## config.mk

```make
export PLATFORM = sky130hd
export DESIGN_NAME = result_pipe_tracker
export DESIGN_NICKNAME = d
export VERILOG_FILES = /design/src/rtl/result_pipe_tracker_pkg.sv /design/src/rtl/result_pipe_tracker_stage_reg.sv /design/src/rtl/result_pipe_tracker.sv
export SDC_FILE = /design/constraint.sdc
export NUM_CORES = 1
export LEC_CHECK = 0
export BUFFER_PORTS_ARGS = -buffer_cell sky130_fd_sc_hd__buf_4
export CAP_MARGIN = 20
export CORE_UTILIZATION = 56
export CTS_CLUSTER_SIZE = 30
export DETAILED_ROUTE_END_ITERATION = 16
export PLACE_DENSITY = 0.86
export RECOVER_POWER = 100
export SLEW_MARGIN = 25
export SYNTH_ARGS = -nofsm -noshare
export SYNTH_HDL_FRONTEND = slang
export SYNTH_SLANG_ARGS = --single-unit
```

## constraint.sdc

```tcl
create_clock -name clk_in -period 4 [get_ports clk_in]
set_input_delay 0.6 -clock clk_in [delete_from_list [all_inputs] [get_ports clk_in]]
set_output_delay 0.6 -clock clk_in [all_outputs]
set_load 0.05 [all_outputs]
```

## src/rtl/result_pipe_tracker_pkg.sv

```systemverilog
// Shared types and constants for the result pipe tracker: widths, stage count
// and the packed per-stage entry.
package result_pipe_tracker_pkg;

    localparam int DATA_W     = 16;
    localparam int NUM_W      = 3;
    localparam int NUM_STAGES = 4;

    typedef struct packed {
        logic              write;
        logic [NUM_W-1:0]  num;
        logic [DATA_W-1:0] data;
        logic              pending;
    } stage_entry_t;

    // First writer of src, youngest stage first; returns whether it still awaits load data.
    function automatic logic pending_dep(input stage_entry_t [NUM_STAGES-1:0] st,
                                         input logic [NUM_W-1:0] src);
        logic found;
        logic dep;
        found = 1'b0;
        dep   = 1'b0;
        for (int k = 0; k < NUM_STAGES; k++) begin
            if (!found && st[k].write && (st[k].num == src)) begin
                found = 1'b1;
                dep   = st[k].pending;
            end else begin
                found = found;
            end
        end
        return dep;
    endfunction

endpackage

```

## src/rtl/result_pipe_tracker_stage_reg.sv

```systemverilog
// One tracker stage: holds or shifts in an entry, optionally clears its write,
// and accepts a late load fill on top of whatever it moves to this cycle.
module result_stage_reg
    import result_pipe_tracker_pkg::*;
(
    input  logic              clk_i,
    input  logic              rst_n_i,
    input  logic              shift_i,
    input  logic              clear_i,
    input  logic              fill_i,
    input  stage_entry_t      shift_entry_i,
    input  logic [DATA_W-1:0] fill_data_i,
    output logic              pend_next_o,
    output stage_entry_t      entry_o
);

    stage_entry_t entry_q;
    stage_entry_t moved_s;
    stage_entry_t entry_d;

    // Entry after shift/hold and clear, before any fill.
    always_comb begin
        moved_s         = shift_i ? shift_entry_i : entry_q;
        moved_s.write   = moved_s.write & ~clear_i;
        moved_s.pending = moved_s.pending & ~clear_i;
    end

    assign pend_next_o = moved_s.pending;

    // A fill replaces the data and resolves the pending load.
    always_comb begin
        entry_d = moved_s;
        if (fill_i) begin
            entry_d.data    = fill_data_i;
            entry_d.pending = 1'b0;
        end else begin
            entry_d = moved_s;
        end
    end

    // Stage state register.
    always_ff @(posedge clk_i or negedge rst_n_i) begin
        if (!rst_n_i) begin
            entry_q <= '0;
        end else begin
            entry_q <= entry_d;
        end
    end

    assign entry_o = entry_q;

endmodule

```

## src/rtl/result_pipe_tracker.sv

```systemverilog
// Tracks in-flight results through stages t-1..t-4 for operand forwarding.
// Optional load-use hazard scan enabled by defining RESULT_TRACKER_HAZARD_EN.
module result_pipe_tracker
    import result_pipe_tracker_pkg::*;
(
    input  logic              clk_in,
    input  logic              rst_n_in,
    input  logic              issue_valid_in,
    input  logic              issue_write_in,
    input  logic [NUM_W-1:0]  issue_num_in,
    input  logic [DATA_W-1:0] issue_data_in,
    input  logic              issue_is_load_in,
    output logic              issue_ready_out,
    input  logic              stall_in,
    input  logic              flush_in,
    input  logic              load_data_valid_in,
    input  logic [DATA_W-1:0] load_data_in,
    input  logic [NUM_W-1:0]  src_a_num_in,
    input  logic [NUM_W-1:0]  src_b_num_in,
    output logic              hazard_stall_out,
    output logic [DATA_W-1:0] data_m1_out,
    output logic [DATA_W-1:0] data_m2_out,
    output logic [DATA_W-1:0] data_m3_out,
    output logic [DATA_W-1:0] data_m4_out,
    output logic [NUM_W-1:0]  num_m1_out,
    output logic [NUM_W-1:0]  num_m2_out,
    output logic [NUM_W-1:0]  num_m3_out,
    output logic [NUM_W-1:0]  num_m4_out,
    output logic              m1_write_out,
    output logic              m2_write_out,
    output logic              m3_write_out,
    output logic              m4_write_out,
    output logic              rf_we_out,
    output logic [NUM_W-1:0]  rf_num_out,
    output logic [DATA_W-1:0] rf_data_out
);

    stage_entry_t [NUM_STAGES-1:0] cur_s;
    stage_entry_t [NUM_STAGES-1:0] shift_in_s;
    logic         [NUM_STAGES-1:0] pend_next_s;
    logic         [NUM_STAGES-1:0] fill_sel_s;
    logic         [NUM_STAGES-1:0] clear_s;
    logic                          advance_s;

    // An unfilled load at t-4 blocks the whole pipe until its data arrives.
    assign advance_s = !stall_in && !(cur_s[NUM_STAGES-1].write && cur_s[NUM_STAGES-1].pending);

    // Entries presented to each stage on advance; a flush squashes the issue and old t-1.
    always_comb begin
        shift_in_s[0].write   = issue_valid_in && issue_write_in && !flush_in;
        shift_in_s[0].num     = issue_num_in;
        shift_in_s[0].pending = issue_is_load_in && shift_in_s[0].write;
        shift_in_s[0].data    = shift_in_s[0].pending ? {DATA_W{1'b0}} : issue_data_in;
        shift_in_s[1]         = cur_s[0];
        shift_in_s[1].write   = cur_s[0].write & ~flush_in;
        shift_in_s[1].pending = cur_s[0].pending & ~flush_in;
        shift_in_s[2]         = cur_s[1];
        shift_in_s[3]         = cur_s[2];
    end

    assign clear_s = {3'b000, flush_in && !advance_s};

    // Fill goes to the oldest stage that is still pending after this cycle's move.
    always_comb begin
        fill_sel_s = 4'b0000;
        if (load_data_valid_in) begin
            if (pend_next_s[3]) begin
                fill_sel_s = 4'b1000;
            end else if (pend_next_s[2]) begin
                fill_sel_s = 4'b0100;
            end else if (pend_next_s[1]) begin
                fill_sel_s = 4'b0010;
            end else if (pend_next_s[0]) begin
                fill_sel_s = 4'b0001;
            end else begin
                fill_sel_s = 4'b0000;
            end
        end else begin
            fill_sel_s = 4'b0000;
        end
    end

    for (genvar k = 0; k < NUM_STAGES; k++) begin : g_stage
        result_stage_reg u_stage (
            .clk_i         (clk_in),
            .rst_n_i       (rst_n_in),
            .shift_i       (advance_s),
            .clear_i       (clear_s[k]),
            .fill_i        (fill_sel_s[k]),
            .shift_entry_i (shift_in_s[k]),
            .fill_data_i   (load_data_in),
            .pend_next_o   (pend_next_s[k]),
            .entry_o       (cur_s[k])
        );
    end

    assign issue_ready_out = advance_s;

    assign data_m1_out  = cur_s[0].data;
    assign data_m2_out  = cur_s[1].data;
    assign data_m3_out  = cur_s[2].data;
    assign data_m4_out  = cur_s[3].data;
    assign num_m1_out   = cur_s[0].num;
    assign num_m2_out   = cur_s[1].num;
    assign num_m3_out   = cur_s[2].num;
    assign num_m4_out   = cur_s[3].num;
    assign m1_write_out = cur_s[0].write;
    assign m2_write_out = cur_s[1].write;
    assign m3_write_out = cur_s[2].write;
    assign m4_write_out = cur_s[3].write;

    assign rf_we_out   = advance_s && cur_s[3].write && !cur_s[3].pending;
    assign rf_num_out  = cur_s[3].num;
    assign rf_data_out = cur_s[3].data;

`ifdef RESULT_TRACKER_HAZARD_EN
    assign hazard_stall_out = pending_dep(cur_s, src_a_num_in) || pending_dep(cur_s, src_b_num_in);
`else
    logic unused_src_s;
    assign unused_src_s     = ^{src_a_num_in, src_b_num_in};
    assign hazard_stall_out = 1'b0;
`endif

endmodule

```

==> flow_metrics.env, run 1 <==
export IMPL_wl_mm=10.5
export IMPL_ios=151
export IMPL_rows=33
export IMPL_crit_buf_inv=2
export IMPL_gp_congestion=0.724
export IMPL_synth_seq_cells=84
export IMPL_grt_usage_pct=23.9
export IMPL_dieArea_um2=8980
export IMPL_cts_tree="done"
export IMPL_cts_resized=0
export IMPL_cts_root_buf="clkbuf_8"
export IMPL_crit_fanout=88
export IMPL_synthTopCellsByCount="nand2_1, buf_4, dfrtp_1, mux2_2, nor3b_1"
export IMPL_status="complete, but fails checks"
export IMPL_vdd_drop_max_mv=0.252
export IMPL_critPathLaunchType="flip-flop"
export IMPL_slew_headroom_pct=-37.2
export IMPL_violations="capacitance limit, slew limit"
export IMPL_largest_reg_flops=84
export IMPL_drt_iter0_drc=163
export IMPL_rsz0062_at_grt="no"
export IMPL_critPathTopFamily="simple AND/OR/NAND/NOR gates"
export IMPL_synth_top_area_share_pct=43.6
export IMPL_io_buffers=143
export IMPL_antenna_found_initial=0
export IMPL_synth_avg_cell_area_um2=9.51
export IMPL_crit_required_ps=4230
export IMPL_cts_setup_buffers=0
export IMPL_layout_drive_gt1_share_pct=19.5
export IMPL_drv_cap=1
export IMPL_grt_pass1_wl_mm=16.3
export IMPL_via_count=3463
export IMPL_route_detailed_drc=0
export IMPL_clk_path_buf_depth=2
export IMPL_hpwl_mm=6.80
export IMPL_synth_edf_count=0
export IMPL_fmax_ghz=0.296
export IMPL_synth_ff_type="dfrtp_1"
export IMPL_reg2reg_depth=6
export IMPL_grt_max_degree=89
export IMPL_worstSkewPairLatency_ps=350
export IMPL_first_global_vias=3186
export IMPL_syn2layout_area_growth_pct=4.10
export IMPL_fin_area_um2=5020
export IMPL_setup_viol=0
export IMPL_tightest_slew_ps=2060
export IMPL_hold_viol=0
export IMPL_yosys_warnings=0
export IMPL_synth_area_leaders="dfrtp_1, buf_4, nand2_1"
export IMPL_whs_path_depth=2
export IMPL_power_density_nw_per_um2=516
export IMPL_clock_sinks=84
export IMPL_dpl_instance_area_um2=5200
export IMPL_die_y_um=94.8
export IMPL_syn_inst=507
export IMPL_clkTransAtPathRegs_ps=90
export IMPL_max_stage_delay_ps=790
export IMPL_crit_arrival_ps=3610
export IMPL_n_antenna_cell=0
export IMPL_finalClockSkew_ps=13.0
export IMPL_synth_fp_nets=556
export IMPL_final_max_slew_viol_count=85
export IMPL_min_period_over_period_pct=84.5
export IMPL_holdPathEnd="g_stage[0].u_stage.entry_o[20]$_DFF_PN0_"
export IMPL_routed_via_density=5.30
export IMPL_reg2reg_to="g_stage[1].u_stage.entry_o[9]$_DFFE_PN0P_"
export IMPL_cpMaxStageDelayCell="nor2b_1"
export IMPL_tns_ps=0
export IMPL_ys_types=31
export IMPL_overflow=0
export IMPL_wl_per_cell_um=16.1
export IMPL_cts_made_buffers=9
export IMPL_initial_core_util_pct=58.4
export IMPL_period_needed_ps=3380
export IMPL_yosys_area_top_type="dfrtp_1"
export IMPL_leakagePower_nw=2.41
export IMPL_worstHoldStart="flush_in"
export IMPL_whs_ps=424
export IMPL_critical_path_depth=6
export IMPL_cts_hold_buf=0
export IMPL_syn_area_um2=4820
export IMPL_fp_dieW_um=94.8
export IMPL_h_tree_depth=3
export IMPL_ys_seq_area_share_pct=43.6
export IMPL_fin_nets=592
export IMPL_setup_reg_to_reg_worst_slack_ps=620
export IMPL_synth_most_common_cell="nand2_1"
export IMPL_hold_class="in -> reg"
export IMPL_ant_nets=0
export IMPL_ys_async_sr_fraction_pct=100
export IMPL_coreArea_um2=8260
export IMPL_fin_util_pct=60.8
export IMPL_firstDrtPassIters=4
export IMPL_crit_reg2reg_launch="g_stage[3].u_stage.entry_o[0]$_DFF_PN0_"
export IMPL_endpoint_kind="flip-flop"
export IMPL_crit_chain="a21o_4 > inv_1 > mux2i_1 > nor2b_1 > clkbuf_2 > mux2_1"
export IMPL_worstSetupPathType="reg -> reg"
[layout by cell type (no fill, tap or decap), drive strengths merged]
cell type and n:
nand2 175, clkbuf 113, dfrtp 84, mux2 48
buf 44, nor3b 21, a31oi 16, a22o 16
inv 4, bufinv 3, nor2 3, mux2i 3
o21ai 3, a21oi 2, nand2b 2, nor2b 2
clkinvlp 2, a21o 1, a221oi 1, and4b 1
a21boi 1, nand3 1, nand3b 1, conb 1
[how the worst max path moves through the flow]
stage | from | endpoint | slack, ps
detailed placement | stall_in | g_stage[3].u_stage.entry_o[16]$_DFFE_PN0P_ | 930
finish | g_stage[3].u_stage.entry_o[0]$_DFF_PN0_ | g_stage[1].u_stage.entry_o[9]$_DFFE_PN0P_ | 620
global placement | stall_in | g_stage[0].u_stage.entry_o[7]$_DFFE_PN0P_ | 1000
global route | g_stage[3].u_stage.entry_o[0]$_DFF_PN0_ | g_stage[1].u_stage.entry_o[9]$_DFFE_PN0P_ | 410
floorplan | g_stage[3].u_stage.entry_o[20]$_DFFE_PN0N_ | issue_ready_out | 1480
CTS | g_stage[3].u_stage.entry_o[0]$_DFF_PN0_ | issue_ready_out | 930
[metrics by stage]
stage	setup WS, ps	std cells	power, mW
6_report	620	653	2.59
5_1_grt	406	653	2.70
4_1_cts	928	653	2.73
3_3_place_gp	995	637	1.97
3_5_place_dp	935	637	1.99
2_1_floorplan	1480	507	1.87
[cell families after synthesis]
| kind of cell | synth area share, % |
|---|---|
| flops | 43.6 |
| compound gates | 6.28 |
| simple gates | 18.1 |
| other cells | 0.0778 |
| mux | 13.6 |
| buf+inv | 18.3 |
[worst reg2reg max path: stages (launching register included)]
cell and delay (ps):
dfrtp_1 500, a21o_4 770, inv_1 190, mux2i_1 180, nor2b_1 790, clkbuf_2 480, mux2_1 360
[final cells by class]
type | instances | area, um2
Fill cell | 794 | 3240
Sequential cell | 84 | 2100
Multi-Input combinational cell | 298 | 1810
Timing Repair Buffer | 148 | 724
Tap cell | 105 | 131
Clock buffer | 9 | 124
Clock inverter | 7 | 123
Inverter | 2 | 7.51
[per-layer routing]
metal,GRT usage [%],vias up,part of all wire [%]
met5,0,-,0
met4,6.94,0,0.46
met3,4.91,4,6.9
met2,40.2,136,51
met1,31.0,1692,42
li1,-,1631,-
[where the power goes]
part	leakage (nW)	internal, mW	switching [mW]
logic	1.22	0.177	0.641
registers	1.07	0.948	0.0813
clock network	0.116	0.419	0.320
total	2.41	1.54	1.04
(Power assumes the default switching activity.)
==> run 2: changes to the inputs <==
CORE_UTILIZATION = 47   (was 56)
PLACE_DENSITY = 0.77   (was 0.86)
clock period = 2.9 ns   (was 4 ns; I/O delays follow)
==> run 2 against run 1 <==
The run still ends with capacitance limit, slew limit left. Critical endpoint is now issue_ready_out. Critical path type is now reg -> out. Non-clock buffer count increased by 4. Global-route usage down 3.7 points. Largest power group unchanged. Setup slack worse by 210 ps.
==> flow_metrics.env, run 2 (synthesis results as in run 1) <==
export IMPL_status="complete, but fails checks"
export IMPL_violations="capacitance limit, slew limit"
export IMPL_clk_path_buf_depth=2
export IMPL_worstHoldStart="flush_in"
export IMPL_clock_sinks=84
export IMPL_fp_dieW_um=103
export IMPL_hold_class="in -> reg"
export IMPL_critPathLaunchType="flip-flop"
export IMPL_power_density_nw_per_um2=662
export IMPL_holdPathEnd="g_stage[0].u_stage.entry_o[20]$_DFF_PN0_"
export IMPL_drv_cap=1
export IMPL_period_needed_ps=2490
export IMPL_io_buffers=143
export IMPL_routed_via_density=5.09
export IMPL_leakagePower_nw=2.40
export IMPL_layout_commonest_cell="nand2_1"
export IMPL_wl_mm=10.6
export IMPL_worstSetupPathType="reg -> out"
export IMPL_cts_tree="done"
export IMPL_crit_chain="a21o_4 > inv_1 > buf_4 > clkbuf_2"
export IMPL_setup_reg_to_reg_worst_slack_ps=470
export IMPL_crit_required_ps=2470
export IMPL_first_global_vias=3338
export IMPL_cts_root_buf="clkbuf_8"
export IMPL_via_count=3479
export IMPL_fmax_ghz=0.402
export IMPL_vdd_drop_max_mv=0.279
export IMPL_hold_viol=0
export IMPL_cts_setup_buffers=0
export IMPL_tightest_slew_ps=2280
export IMPL_coreArea_um2=9860
export IMPL_cpMaxStageDelayCell="dfrtp_1"
export IMPL_rows=36
export IMPL_worstSkewPairLatency_ps=350
export IMPL_fin_nets=596
export IMPL_crit_arrival_ps=2050
export IMPL_grt_usage_pct=20.2
export IMPL_finalClockSkew_ps=11.0
export IMPL_ios=151
export IMPL_dieArea_um2=10700
export IMPL_whs_path_depth=2
export IMPL_endpoint_kind="output port"
export IMPL_p_total_mw=3.30
export IMPL_place_ws_ps=390
export IMPL_overflow=0
export IMPL_setup_viol=0
export IMPL_max_stage_delay_ps=460
export IMPL_cts_resized=0
export IMPL_reg2reg_to="g_stage[1].u_stage.entry_o[16]$_DFFE_PN0P_"
export IMPL_fill_cells=1028
export IMPL_wl_per_cell_um=15.5
export IMPL_crit_fanout=43
export IMPL_final_max_slew_viol_count=41
export IMPL_layout_drive_gt1_share_pct=18.5
export IMPL_gp_congestion=0.738
export IMPL_die_y_um=103
export IMPL_hpwl_mm=7.16
export IMPL_largest_reg_flops=84
export IMPL_tns_ps=0
export IMPL_reg2reg_depth=7
export IMPL_n_antenna_cell=0
export IMPL_crit_reg2reg_launch="g_stage[3].u_stage.entry_o[0]$_DFF_PN0_"
export IMPL_ant_nets=0
export IMPL_cts_made_buffers=9
export IMPL_layout_setup_ws_ps=410
export IMPL_grt_pass1_wl_mm=16.3
export IMPL_drt_iter0_drc=126
export IMPL_h_tree_depth=3
export IMPL_route_detailed_drc=0
export IMPL_slew_headroom_pct=-52.3
export IMPL_syn2layout_area_growth_pct=3.50
export IMPL_rsz0062_at_grt="no"
export IMPL_min_period_over_period_pct=85.9
export IMPL_cts_hold_buf=0
export IMPL_antenna_found_initial=0
export IMPL_clkTransAtPathRegs_ps=80
export IMPL_grt_max_degree=45
export IMPL_layout_common_cells="nand2_1, clkbuf_1, dfrtp_1"
export IMPL_firstDrtPassIters=4
export IMPL_initial_core_util_pct=48.9
==> run 2: cell types whose count changed in the layout (fill, tap and decap cells not counted), moves of 2 or more <==
cell       previous run  this run
buf_4                44        47
mux2_1               10        16
clkbuf_8              9        11
inv_6                 2         0
bufinv_16             3         0
mux2_4                9         3
clkinv_2              0         2
==> run 2: how the worst max path moves through the flow <==
stage                                          startpoint                                    endpoint  slack (ps)  depth (start not counted)
2_1_floorplan  g_stage[3].u_stage.entry_o[20]$_DFFE_PN0N_                             issue_ready_out         550                          5
3_3_place_gp                                     stall_in   g_stage[1].u_stage.entry_o[4]$_DFFE_PN0P_         430                          8
3_5_place_dp                                     stall_in  g_stage[1].u_stage.entry_o[16]$_DFFE_PN0P_         390                          8
4_1_cts           g_stage[3].u_stage.entry_o[0]$_DFF_PN0_  g_stage[1].u_stage.entry_o[16]$_DFFE_PN0P_         390                          7
5_1_grt           g_stage[3].u_stage.entry_o[0]$_DFF_PN0_                             issue_ready_out         290                          4
6_report          g_stage[3].u_stage.entry_o[0]$_DFF_PN0_                             issue_ready_out         410                          4
==> run 2: power breakdown <==
group	switching, mW	internal [mW]	total [mW]	leakage (nW)
clock	0.405	0.350	0.756	0.0872
sequential	0.115	1.31	1.42	1.07
combinational	0.881	0.242	1.12	1.24
total	1.40	1.90	3.30	2.40
==> run 2: metal layers <==
| layer | up-vias | track usage (%) | share of wire (%) |
|---|---|---|---|
| met5 | - | 0 | 0 |
| met4 | 0 | 6.61 | 0.96 |
| met3 | 11 | 5.24 | 6.1 |
| met2 | 121 | 34.4 | 48 |
| met1 | 1706 | 25.1 | 45 |
| li1 | 1641 | - | - |
==> run 2: layout make-up <==
type                    instances  area [um2]  share of cell area (%)
clock buffers                  11         151                    3.03
clock inverters                 4        25.0                   0.502
inverters                       2        7.51                   0.150
multi-input cells             298        1770                    35.5
flip-flops and latches         84        2100                    42.1
well taps                     133         166                    3.34
repair buffers                152         766                    15.3
==> run 2: worst max-delay path: cells and delay by family, from the launching register on <==
family	cells	cell delay (ps)
compound gates	1	350
flops	1	460
buf+inv	3	890
==> run 2: through the flow <==
stage / utilization, % / cells / instance area (um2) / hold WS [ps]
3_3_place_gp: 53.5 / 669 / 5270 / 452
3_5_place_dp: 53.5 / 669 / 5270 / 459
5_1_grt: 50.6 / 684 / 4990 / 252
4_1_cts: 55.3 / 684 / 5450 / 77.3
6_report: 50.6 / 684 / 4990 / 261
2_1_floorplan: - / 507 / 4820 / 139
==> run 3: changes to the inputs <==
BUFFER_PORTS_ARGS = default   (was -buffer_cell sky130_fd_sc_hd__buf_4)
CORE_UTILIZATION = 58   (was 47)
DONT_BUFFER_PORTS = 1   (was default)
PLACE_DENSITY = 0.76   (was 0.77)
TNS_END_PERCENT = 20   (was default)
==> run 3 against run 2 <==
The run still ends with capacitance limit, slew limit left. Clock power is 15% higher. Sequential power is 45% higher. Count of clock-buffer cells in the layout shrank 2. Flip-flop and latch count did not move. Die area is 19% lower. Final cell count shrank 25%. Critical endpoint unchanged.
==> flow_metrics.env, run 3 (synthesis results as in run 1) <==
export IMPL_reg2reg_depth=6
export IMPL_largest_reg_flops=84
export IMPL_fill_cells=703
export IMPL_cts_tree="done"
export IMPL_crit_arrival_ps=2220
export IMPL_hold_class="in -> reg"
export IMPL_place_ws_ps=475
export IMPL_worstSetupPathType="reg -> out"
export IMPL_n_antenna_cell=0
export IMPL_period_needed_ps=2650
export IMPL_cts_hold_buf=2
export IMPL_h_tree_depth=3
export IMPL_cts_made_buffers=9
export IMPL_slew_headroom_pct=-22.1
export IMPL_initial_core_util_pct=61.1
export IMPL_clk_path_buf_depth=2
export IMPL_tightest_slew_ps=1830
export IMPL_drv_cap=1
export IMPL_cts_root_buf="clkbuf_8"
export IMPL_coreArea_um2=7890
export IMPL_clock_sinks=84
export IMPL_whs_path_depth=1
export IMPL_fin_area_um2=4300
export IMPL_endpoint_kind="output port"
export IMPL_multi_input_area_um2=1790
export IMPL_antenna_found_initial=0
export IMPL_hold_viol=0
export IMPL_finalClockSkew_ps=14.8
export IMPL_gp_congestion=0.737
export IMPL_drt_iter0_drc=118
export IMPL_first_global_vias=2999
export IMPL_power_density_nw_per_um2=749
export IMPL_min_period_over_period_pct=91.4
export IMPL_rows=32
export IMPL_p_total_mw=3.22
export IMPL_rsz0062_at_grt="no"
export IMPL_setup_viol=0
export IMPL_status="complete, but fails checks"
export IMPL_via_count=2942
export IMPL_violations="capacitance limit, slew limit"
export IMPL_grt_pass1_wl_mm=15.1
export IMPL_final_max_slew_viol_count=85
export IMPL_fmax_ghz=0.377
export IMPL_overflow=0
export IMPL_reg2reg_to="g_stage[0].u_stage.entry_o[11]$_DFFE_PN0P_"
export IMPL_grt_usage_pct=23.0
export IMPL_layout_common_cells="nand2_1, dfrtp_1, mux2_2"
export IMPL_ios=151
export IMPL_crit_required_ps=2470
export IMPL_worstSkewPairLatency_ps=360
export IMPL_seq_area_um2=2100
export IMPL_grt_max_degree=85
export IMPL_tns_ps=0
export IMPL_crit_fanout=42
export IMPL_fp_dieW_um=93.2
export IMPL_ant_nets=0
export IMPL_layout_drive_gt1_share_pct=15.8
export IMPL_layout_setup_ws_ps=249
export IMPL_dieArea_um2=8680
export IMPL_holdPathEnd="g_stage[0].u_stage.entry_o[20]$_DFF_PN0_"
export IMPL_worstHoldStart="flush_in"
export IMPL_die_y_um=93.2
export IMPL_clkTransAtPathRegs_ps=90
export IMPL_wl_mm=9.46
export IMPL_io_buffers=0
export IMPL_critPathLaunchType="flip-flop"
export IMPL_cts_setup_buffers=0
export IMPL_cts_resized=0
export IMPL_fin_nets=456
export IMPL_dpl_instance_area_um2=4160
export IMPL_layout_commonest_cell="nand2_1"
export IMPL_hpwl_mm=6.10
export IMPL_vdd_drop_max_mv=0.332
export IMPL_crit_reg2reg_launch="g_stage[3].u_stage.entry_o[0]$_DFF_PN0_"
export IMPL_leakagePower_nw=2.10
export IMPL_route_detailed_drc=0
export IMPL_wl_per_cell_um=18.4
export IMPL_syn2layout_area_growth_pct=-10.7
export IMPL_firstDrtPassIters=4
export IMPL_routed_via_density=5.72
export IMPL_setup_reg_to_reg_worst_slack_ps=270
run 3: area by class of cell:
cell class | count | share of cell area [%]
Sequential cell | 84 | 48.9
Tap cell | 102 | 2.97
Multi-Input combinational cell | 298 | 41.6
Timing Repair Buffer | 12 | 1.66
Clock inverter | 7 | 1.86
Inverter | 2 | 0.174
Clock buffer | 9 | 2.88
run 3: worst max-delay path: stages (launching register included):
cell     delay, ps
dfrtp_1        480
a21o_2         400
inv_1          120
buf_4          290
buf_4          540
run 3: how the worst max path moves through the flow:
| stage | from | to | slack (ps) | cells after the start |
|---|---|---|---|---|
| 4_1_cts | g_stage[3].u_stage.entry_o[0]$_DFF_PN0_ | issue_ready_out | 250 | 4 |
| 6_report | g_stage[3].u_stage.entry_o[0]$_DFF_PN0_ | issue_ready_out | 250 | 4 |
| 2_1_floorplan | g_stage[3].u_stage.entry_o[20]$_DFFE_PN0N_ | issue_ready_out | 550 | 5 |
| 3_5_place_dp | g_stage[3].u_stage.entry_o[0]$_DFF_PN0_ | g_stage[3].u_stage.entry_o[6]$_DFFE_PN0P_ | 480 | 6 |
| 3_3_place_gp | g_stage[3].u_stage.entry_o[0]$_DFF_PN0_ | g_stage[0].u_stage.entry_o[7]$_DFFE_PN0P_ | 420 | 4 |
| 5_1_grt | g_stage[3].u_stage.entry_o[0]$_DFF_PN0_ | g_stage[0].u_stage.entry_o[12]$_DFFE_PN0P_ | 80 | 6 |
run 3: per-stage QoR:
stage	hold slack (ps)	util, %	instances
2_1_floorplan	139	-	507
3_3_place_gp	143	52.7	496
3_5_place_dp	142	52.8	496
4_1_cts	115	55.8	514
5_1_grt	121	54.6	514
6_report	136	54.6	514
run 3: metal layers:
metal / GRT usage, % / share of wire (%)
met5: 0 / 0
met4: 9.62 / 1.8
met3: 7.48 / 7.9
met2: 37.0 / 48
met1: 28.4 / 43
run 3: where the power goes:
group	internal [mW]	switching [mW]	total [mW]
Sequential	1.29	0.766	2.06
Combinational	0.140	0.158	0.298
Clock	0.410	0.458	0.869
